`src/rtl/sincos_sweep_aligner.sv`:
```
// -----------------------------------------------------------------------------
// sincos_sweep_aligner
//   Generates a programmable phase sweep for a sin/cos style core and pairs
//   every result the core returns with the {tag, phase} of the sample that
//   produced it. An in-order FIFO holds the outstanding samples, so the core's
//   latency does not need to be known. Results with no outstanding sample and
//   a core that stops answering are reported on sticky error flags.
//
// Ports
//   clk, resetn            clock, async active-low reset
//   start_i                launch a sweep (IDLE only); config below is latched
//   stop_i                 end issuing early (RUN only)
//   mode_i                 0 single sweep, 1 continuous
//   phase_start_i/step_i   first phase and increment (mod 2^PHASE_W)
//   count_i                samples per sweep
//   dut_valid_o/phase_o    registered issue strobe / phase to the core
//   dut_valid_i/result_i   result strobe / data from the core
//   out_valid_o            aligned word valid; tag/phase/result below
//   out_tag_o/phase_o/result_o
//   busy_o                 not IDLE
//   done_o                 one-cycle pulse at sweep completion
//   err_orphan_o           sticky: result arrived with nothing outstanding
//   err_timeout_o          sticky: drain gave up waiting for results
// -----------------------------------------------------------------------------
module sincos_sweep_aligner #(
  parameter int PHASE_W    = 32,
  parameter int RESULT_W   = 32,
  parameter int TAG_W      = 32,
  parameter int CNT_W      = 16,
  parameter int FIFO_DEPTH = 16,
  parameter int TIMEOUT    = 256
) (
  input  logic                clk,
  input  logic                resetn,
  input  logic                start_i,
  input  logic                stop_i,
  input  logic                mode_i,
  input  logic [PHASE_W-1:0]  phase_start_i,
  input  logic [PHASE_W-1:0]  phase_step_i,
  input  logic [CNT_W-1:0]    count_i,
  output logic                dut_valid_o,
  output logic [PHASE_W-1:0]  dut_phase_o,
  input  logic                dut_valid_i,
  input  logic [RESULT_W-1:0] dut_result_i,
  output logic                out_valid_o,
  output logic [TAG_W-1:0]    out_tag_o,
  output logic [PHASE_W-1:0]  out_phase_o,
  output logic [RESULT_W-1:0] out_result_o,
  output logic                busy_o,
  output logic                done_o,
  output logic                err_orphan_o,
  output logic                err_timeout_o
);

  localparam int AW = $clog2(FIFO_DEPTH);
  localparam int TW = (TIMEOUT > 1) ? $clog2(TIMEOUT) : 1;
  localparam logic [AW:0]   FULL_C = (AW+1)'(FIFO_DEPTH);
  localparam logic [TW-1:0] TO_LAST = TW'(TIMEOUT - 1);

  typedef enum logic [1:0] {S_IDLE, S_RUN, S_DRAIN, S_DONE} state_t;

  typedef struct packed {
    logic [TAG_W-1:0]   tag;
    logic [PHASE_W-1:0] phase;
  } entry_t;

  state_t               r_state, w_state_nxt;
  logic                 r_mode;
  logic [PHASE_W-1:0]   r_start, r_step, r_phase_acc;
  logic [CNT_W-1:0]     r_count, r_issued;
  logic [TAG_W-1:0]     r_tag;

  entry_t               r_mem [FIFO_DEPTH];
  logic [AW-1:0]        r_wr_ptr, r_rd_ptr;
  logic [AW:0]          r_fcnt;
  logic [TW-1:0]        r_to_cnt;

  logic                 r_dut_valid;
  logic [PHASE_W-1:0]   r_dut_phase;
  logic                 r_out_valid;
  logic [TAG_W-1:0]     r_out_tag;
  logic [PHASE_W-1:0]   r_out_phase;
  logic [RESULT_W-1:0]  r_out_result;
  logic                 r_err_orphan, r_err_timeout;

  logic w_full, w_empty, w_more, w_issue, w_last, w_pop, w_orphan, w_to_hit;
  entry_t w_head;

  // Full/empty come from the registered count, so a pop this cycle only
  // frees a slot for the following cycle.
  assign w_full   = (r_fcnt == FULL_C);
  assign w_empty  = (r_fcnt == '0);
  assign w_more   = (r_issued != r_count);
  assign w_issue  = (r_state == S_RUN) && !stop_i && w_more && !w_full;
  assign w_last   = w_issue && ((r_issued + CNT_W'(1)) == r_count);
  assign w_pop    = dut_valid_i && !w_empty;
  assign w_orphan = dut_valid_i && w_empty;
  assign w_head   = r_mem[r_rd_ptr];
  // TIMEOUT-th consecutive silent drain cycle with work still outstanding
  assign w_to_hit = (r_state == S_DRAIN) && !w_empty && !dut_valid_i &&
                    (r_to_cnt == TO_LAST);

  always_comb begin
    w_state_nxt = r_state;
    unique case (r_state)
      S_IDLE:  if (start_i) w_state_nxt = S_RUN;
      // !w_more only happens here for count==0; otherwise the last issue
      // either wraps (continuous) or moves to DRAIN (single).
      S_RUN:   if (stop_i || !w_more || (w_last && !r_mode)) w_state_nxt = S_DRAIN;
      S_DRAIN: if (w_empty || w_to_hit) w_state_nxt = S_DONE;
      S_DONE:  w_state_nxt = S_IDLE;
      default: w_state_nxt = S_IDLE;
    endcase
  end

  // Sample storage carries no reset; occupancy is tracked by pointers/count.
  always_ff @(posedge clk) begin
    if (w_issue) r_mem[r_wr_ptr] <= '{tag: r_tag, phase: r_phase_acc};
  end

  always_ff @(posedge clk or negedge resetn) begin
    if (!resetn) begin
      r_state       <= S_IDLE;
      r_mode        <= 1'b0;
      r_start       <= '0;
      r_step        <= '0;
      r_phase_acc   <= '0;
      r_count       <= '0;
      r_issued      <= '0;
      r_tag         <= '0;
      r_wr_ptr      <= '0;
      r_rd_ptr      <= '0;
      r_fcnt        <= '0;
      r_to_cnt      <= '0;
      r_dut_valid   <= 1'b0;
      r_dut_phase   <= '0;
      r_out_valid   <= 1'b0;
      r_out_tag     <= '0;
      r_out_phase   <= '0;
      r_out_result  <= '0;
      r_err_orphan  <= 1'b0;
      r_err_timeout <= 1'b0;
    end else begin
      r_state <= w_state_nxt;

      if (r_state == S_IDLE && start_i) begin
        r_mode      <= mode_i;
        r_start     <= phase_start_i;
        r_step      <= phase_step_i;
        r_count     <= count_i;
        r_phase_acc <= phase_start_i;
        r_issued    <= '0;
      end

      // Tag keeps running across continuous wraps.
      if (w_issue) begin
        r_tag <= r_tag + TAG_W'(1);
        if (w_last && r_mode) begin
          r_phase_acc <= r_start;
          r_issued    <= '0;
        end else begin
          r_phase_acc <= r_phase_acc + r_step;
          r_issued    <= r_issued + CNT_W'(1);
        end
      end

      r_dut_valid <= w_issue;
      if (w_issue) r_dut_phase <= r_phase_acc;

      if (w_issue) r_wr_ptr <= r_wr_ptr + AW'(1);
      // Abort flush: no pop can coincide (no dut_valid_i) and no push
      // happens in DRAIN, so the read pointer simply catches up.
      if (w_to_hit) begin
        r_rd_ptr <= r_wr_ptr;
        r_fcnt   <= '0;
      end else begin
        if (w_pop) r_rd_ptr <= r_rd_ptr + AW'(1);
        r_fcnt <= r_fcnt + (AW+1)'(w_issue) - (AW+1)'(w_pop);
      end

      r_out_valid <= w_pop;
      if (w_pop) begin
        r_out_tag    <= w_head.tag;
        r_out_phase  <= w_head.phase;
        r_out_result <= dut_result_i;
      end

      if (w_orphan) r_err_orphan  <= 1'b1;
      if (w_to_hit) r_err_timeout <= 1'b1;

      if (r_state != S_DRAIN || dut_valid_i || w_to_hit) r_to_cnt <= '0;
      else                                               r_to_cnt <= r_to_cnt + TW'(1);
    end
  end

  assign dut_valid_o   = r_dut_valid;
  assign dut_phase_o   = r_dut_phase;
  assign out_valid_o   = r_out_valid;
  assign out_tag_o     = r_out_tag;
  assign out_phase_o   = r_out_phase;
  assign out_result_o  = r_out_result;
  assign busy_o        = (r_state != S_IDLE);
  assign done_o        = (r_state == S_DONE);
  assign err_orphan_o  = r_err_orphan;
  assign err_timeout_o = r_err_timeout;

endmodule
```
`config.mk`:
```
export PLATFORM = sky130hd
export DESIGN_NAME = sincos_sweep_aligner
export DESIGN_NICKNAME = d
export VERILOG_FILES = /design/src/rtl/sincos_sweep_aligner.sv
export SDC_FILE = /design/constraint.sdc
export NUM_CORES = 2
export LEC_CHECK = 0
export CELL_PAD_IN_SITES_DETAIL_PLACEMENT = 1
export CELL_PAD_IN_SITES_GLOBAL_PLACEMENT = 1
export CORE_MARGIN = 2
export CORE_UTILIZATION = 55
export DETAILED_ROUTE_END_ITERATION = 6
export PLACE_DENSITY_LB_ADDON = 0.1
export SLEW_MARGIN = 20
export SYNTH_ARGS = -nofsm -noshare
export SYNTH_HDL_FRONTEND = slang
export SYNTH_SLANG_ARGS = --single-unit
```
`constraint.sdc`:
```
create_clock -name clk -period 11.9 [get_ports clk]
set_clock_uncertainty 0.15 [all_clocks]
set_input_delay 3.57 -clock clk [delete_from_list [all_inputs] [get_ports clk]]
set_output_delay 3.57 -clock clk [all_outputs]
set_load 0.02 [all_outputs]
```
* Word-level counts from Yosys, hierarchy flattened *
Memory sizes are Yosys's and may differ from the RTL's. A register that Yosys moved wholly into a read port is not among the register bits.
Cells that the tools add are included.
W data, S select, Z words.

storage, ports and cells
  bits in writable memories = 1024
  flip-flop bits (word level) = 252
  word-level logic and storage cells = 84
  memories kept = 1

cells by class
  muxes and demuxes = 16
  reductions and logical operators = 30
  add/subtract/negate cells = 8
  equality and inequality tests = 11

memories
  memory  depth  width  rd ports  clocked after Yosys merged registers in  write ports  RTL line  source
  r_mem   16     64     1         1                                        1            73        entry_t r_mem [FIFO_DEPTH];

operators by type and width
  operator                 count
  $mux W32                 3
  $mux W16                 3
  $add A32 B1 Y32 const B  1
  $add A32 B32 Y32         1
  $add A16 B1 Y16 const B  1
  $eq A16 B16 Y1           1
  $ne A16 B16 Y1           1
  $logic_and A1 B1 Y1      12
  $add A4 B1 Y4 const B    2
  $add A8 B1 Y8 const B    1
  $eq A8 B8 Y1 const B     1
  $mux W4                  2
  $mux W8                  1
  $pmux W2 S4              1
  $logic_not A1 Y1         7
  $mux W2                  3
  $reduce_bool A2 Y1       3
  $add A5 B1 Y5            1
  $eq A5 B5 Y1 const B     1
  $logic_not A5 Y1         1
  $logic_or A1 B1 Y1       5
  $mux W5                  1
  $sub A5 B1 Y5            1
  $eq A2 B2 Y1 const B     2
  6 further kinds          9

* Longest topological paths before layout *
  word-level depth = 9
  gate-level depth with buffers = 20
  depth with buffers taken out = 15

* Worst setup path before layout *
No wires, ideal clock.

  path type = input to register
  start = input stop_i
  end = memory r_mem[4][0] (netlist name), enable pin
  setup time = 0.429 ns
  data arrival time = 6.347 ns
  stages on the path = 9
  path buffers = 3
  path slack = 4.974 ns
  data required time = 11.321 ns
  cell sequence = a211oi_1 nand2b_1 buf_2 inv_1 clkbuf_1 clkbuf_1 nand2_1 nor2_1 and2_1

on the way
  longest elaborated chain between the ends = 6

RTL lines
  what                              RTL line  source
  start, declared                   36        input logic stop_i,
  $logic_not A1 Y1                  94        assign w_issue = (r_state == S_RUN) && !stop_i && w_more && !w_full;
  $logic_and A1 B1 Y1 (3 in a row)  94
  $mux W1                           118       if (w_issue) r_mem[r_wr_ptr] <= '{tag: r_tag, phase: r_phase_acc};
  $mux W1 (implied by the code)     118
  end, declared                     73

Every way passes these cells.

* Worst setup path after layout *
  start = input stop_i
  end = register r_tag[30]

on the way
  longest elaborated chain between the ends = 4

RTL lines
  what                              RTL line  source
  $logic_not A1 Y1                  94
  $logic_and A1 B1 Y1 (3 in a row)  94
  end signal, assigned              157       r_tag <= r_tag + TAG_W'(1);
  end, declared                     71        logic [TAG_W-1:0] r_tag;

Every way passes these cells.
A chain may end at the register's enable or synchronous reset.

==> results.sh <==
export IMPL_synthTopCellsByCount="edfxtp_1, nand2_1, dfrtp_1, mux2i_1, o21ai_0"
export IMPL_netlist_area_leader_share_pct=56.6
export IMPL_crit_type="input pin to register"
export IMPL_crit_slowest_cell="buf_4"
export IMPL_tns_ns=0
export IMPL_syn_cell_area_um2=54300
export IMPL_maxSlewViolCount=0
export IMPL_clk_pin_slew_ns=0.06
export IMPL_cts_sinks=1340
export IMPL_drcViolationCount=0
export IMPL_netlist_instances=3554
export IMPL_finalCritPeriodShare_pct=58.6
export IMPL_synth_most_common_cell="edfxtp_1"
export IMPL_hpwl_um=83800
export IMPL_synth_area_top_cells="edfxtp_1, dfrtp_1, mux4_2"
export IMPL_max_stage_delay_ns=0.78
export IMPL_power_frac_comb_pct=31.0
export IMPL_ys_seq_area_share_pct=71.2
export IMPL_viasPerCell=6.23
export IMPL_nets=3958
export IMPL_vias=32400
export IMPL_min_path_type="register to register"
export IMPL_synth_ff_latch_count=1340
export IMPL_place_congestion=0.855
export IMPL_post_cts_repair_setup_buffers=0
export IMPL_drt_pass1_iter_count=5
export IMPL_clock_latency_ns=0.76
export IMPL_relSlewSlack_pct=28.9
export IMPL_ys_warnings_count=0
export IMPL_worst_pin_slew_ns=1.07
export IMPL_portBuffers=251
export IMPL_intPower_mw=10.3
export IMPL_cts_max_level=4
export IMPL_totalWireLength_um=147000
export IMPL_p_clk_share_pct=27.2
export IMPL_worst_setup_path_end_kind="register"
export IMPL_initial_utilization_pct=55.3
export IMPL_synth_nets=3723
export IMPL_die_area_um2=101000
export IMPL_critical_path_arrival_ns=7.43
export IMPL_startpoint_type="input pin"
export IMPL_crit_buf_inv=4
export IMPL_grt_pass1_wl_um=223000
export IMPL_die_w_um=318
export IMPL_clock_path_buffers=3
export IMPL_antenna_found_initial=2
export IMPL_ios=252
export IMPL_synthArstFlopShare_pct=23.6
export IMPL_synth_largest_area_cell="edfxtp_1"
export IMPL_fmax_mhz=143
export IMPL_first_iter_violations=2629
export IMPL_rsz0062_at_grt="false"
export IMPL_cts_tree="built"
export IMPL_wl_per_cell_um=28.3
export IMPL_rows=115
export IMPL_area_growth_syn_to_layout_pct=15.3
export IMPL_synth_edf_count=1024
export IMPL_postCtsHoldBufs=0
export IMPL_drive_above_1_share_pct=12.2
export IMPL_leakagePower_nw=23.0
export IMPL_grt_overflow_total=0
export IMPL_worstPathMaxFanout=71
export IMPL_grt_max_degree=136
export IMPL_grt_pass1_vias=36300
export IMPL_placeableCoreArea_um2=98100
export IMPL_drtAntennaViolNets=0
export IMPL_cts_root_buf="clkbuf_16"
export IMPL_status="finished clean"
export IMPL_p_switching_mw=5.64
export IMPL_finish_instance_area_um2=62600
export IMPL_die_h_um=318
export IMPL_drv_cap=0
export IMPL_grt_use_total_pct=29.3
export IMPL_total_power_mw=16.0
export IMPL_cp_common_cell="buf_4"
export IMPL_cellPowerDensity_nw_per_um2=255
export IMPL_syn_area_per_cell_um2=15.3
export IMPL_ctsResizeCount=0
export IMPL_switching_share_pct=35.3
export IMPL_place_area_um2=58100
export IMPL_synth_cell_types=71
export IMPL_required_ns=12.36
export IMPL_cp_top_family="buffers and inverters"
export IMPL_power_share_sequential_pct=41.8
export IMPL_synthFlopType="edfxtp_1"
export IMPL_cts_buffers=138
export IMPL_ir_drop_mv=0.218
export IMPL_crit_chain="clkdlybuf4s50_1, a211oi_1, nand2b_2, buf_4, inv_4, buf_4, and4_1, nor2b_1, nand4_1, xnor2_1"
export IMPL_setup_viol=0
export IMPL_finalHoldViolCount=0
export IMPL_layout_min_cycle_time_ns=6.97
-- cell families after synthesis --
logic type | Yosys count | share of synthesized area, %
flip-flops | 1340 | 71.2
AND/OR/NAND/NOR | 877 | 7.02
AO/OA/AOI/OAI | 545 | 6.58
multiplexers | 414 | 10.7
buffers and inverters | 229 | 1.70
XOR/XNOR | 98 | 1.58
adder cells (fa/ha/maj) | 51 | 1.20
-- flip-flops by register name, indices dropped and copies added (netlist names) --
signal / count
r_state: 2
r_start: 32
r_to_cnt: 8
err_timeout_o: 1
r_mem: 1024
out_tag_o: 32
r_rd_ptr: 4
r_tag: 32
r_step: 32
dut_valid_o: 1
r_fcnt: 5
out_result_o: 32
out_valid_o: 1
out_phase_o: 32
err_orphan_o: 1
r_count: 16
r_wr_ptr: 4
r_mode: 1
r_issued: 16
r_phase_acc: 32
dut_phase_o: 32
-- power groups by stage --
| stage | Combinational [mW] | Clock, mW | Sequential, mW |
|---|---|---|---|
| floorplan | 3.16 | 0 | 6.52 |
| global placement | 4.67 | 0 | 6.67 |
| detailed placement | 4.91 | 0 | 6.75 |
| CTS | 4.98 | 4.41 | 6.67 |
| global route | 5.35 | 4.58 | 6.75 |
| finish | 4.96 | 4.35 | 6.68 |
-- per-stage QoR --
step	std cells	setup slack (ns)	util [%]	hold slack [ns]
5_1_grt	5194	4.66	63.8	0.347
2_1_floorplan	3554	4.97	-	0.288
6_report	5194	4.93	63.8	0.315
4_1_cts	5193	4.95	63.8	0.321
3_3_place_gp	4936	4.34	59.2	0.301
3_5_place_dp	4936	4.21	59.2	0.301
-- area by class of cell --
type,instances,area [um^2]
clock inverters,67,702
inverters,32,123
flip-flops and latches,1340,38700
well taps,1287,1610
multi-input cells,1985,14800
diodes,1,2.50
clock buffers,190,3850
fillers,8840,35500
repair buffers,292,2870
-- path summary, 6_finish.rpt --
kind,end,slack (ns),startpoint,depth (start not counted)
max in group asynchronous,r_step[25],6.65,resetn,3
min,err_orphan_o,0.31,err_orphan_o,1
max reg2reg,r_issued[6],6.85,r_issued[4],11
max,r_tag[30],4.93,stop_i,10
min reg2reg,err_orphan_o,0.31,err_orphan_o,1
min in group asynchronous,out_tag_o[24],2.69,resetn,1
-- layout by cell type (no fill, tap or decap), types with 66 or more instances in the layout --
cell type,count
mux2_2,66
mux2i_1,220
mux4_2,128
edfxtp_1,1024
a21oi_1,115
o221ai_1,131
nand2_1,622
o21ai_0,162
clkbuf_16,140
clkdlybuf4s50_1,250
dfrtp_1,312
-- metal layers --
layer,vias to the layer above,part of all wire (%),global-route usage (%),wire [um]
met2,1105,53,52.2,77400
met5,-,0,0,0
li1,14000,-,-,-
met1,17000,39,36.8,57300
met4,0,2.9,10.1,4270
met3,257,5.4,4.25,7870
Note: power is estimated with default switching activity, not from simulation.
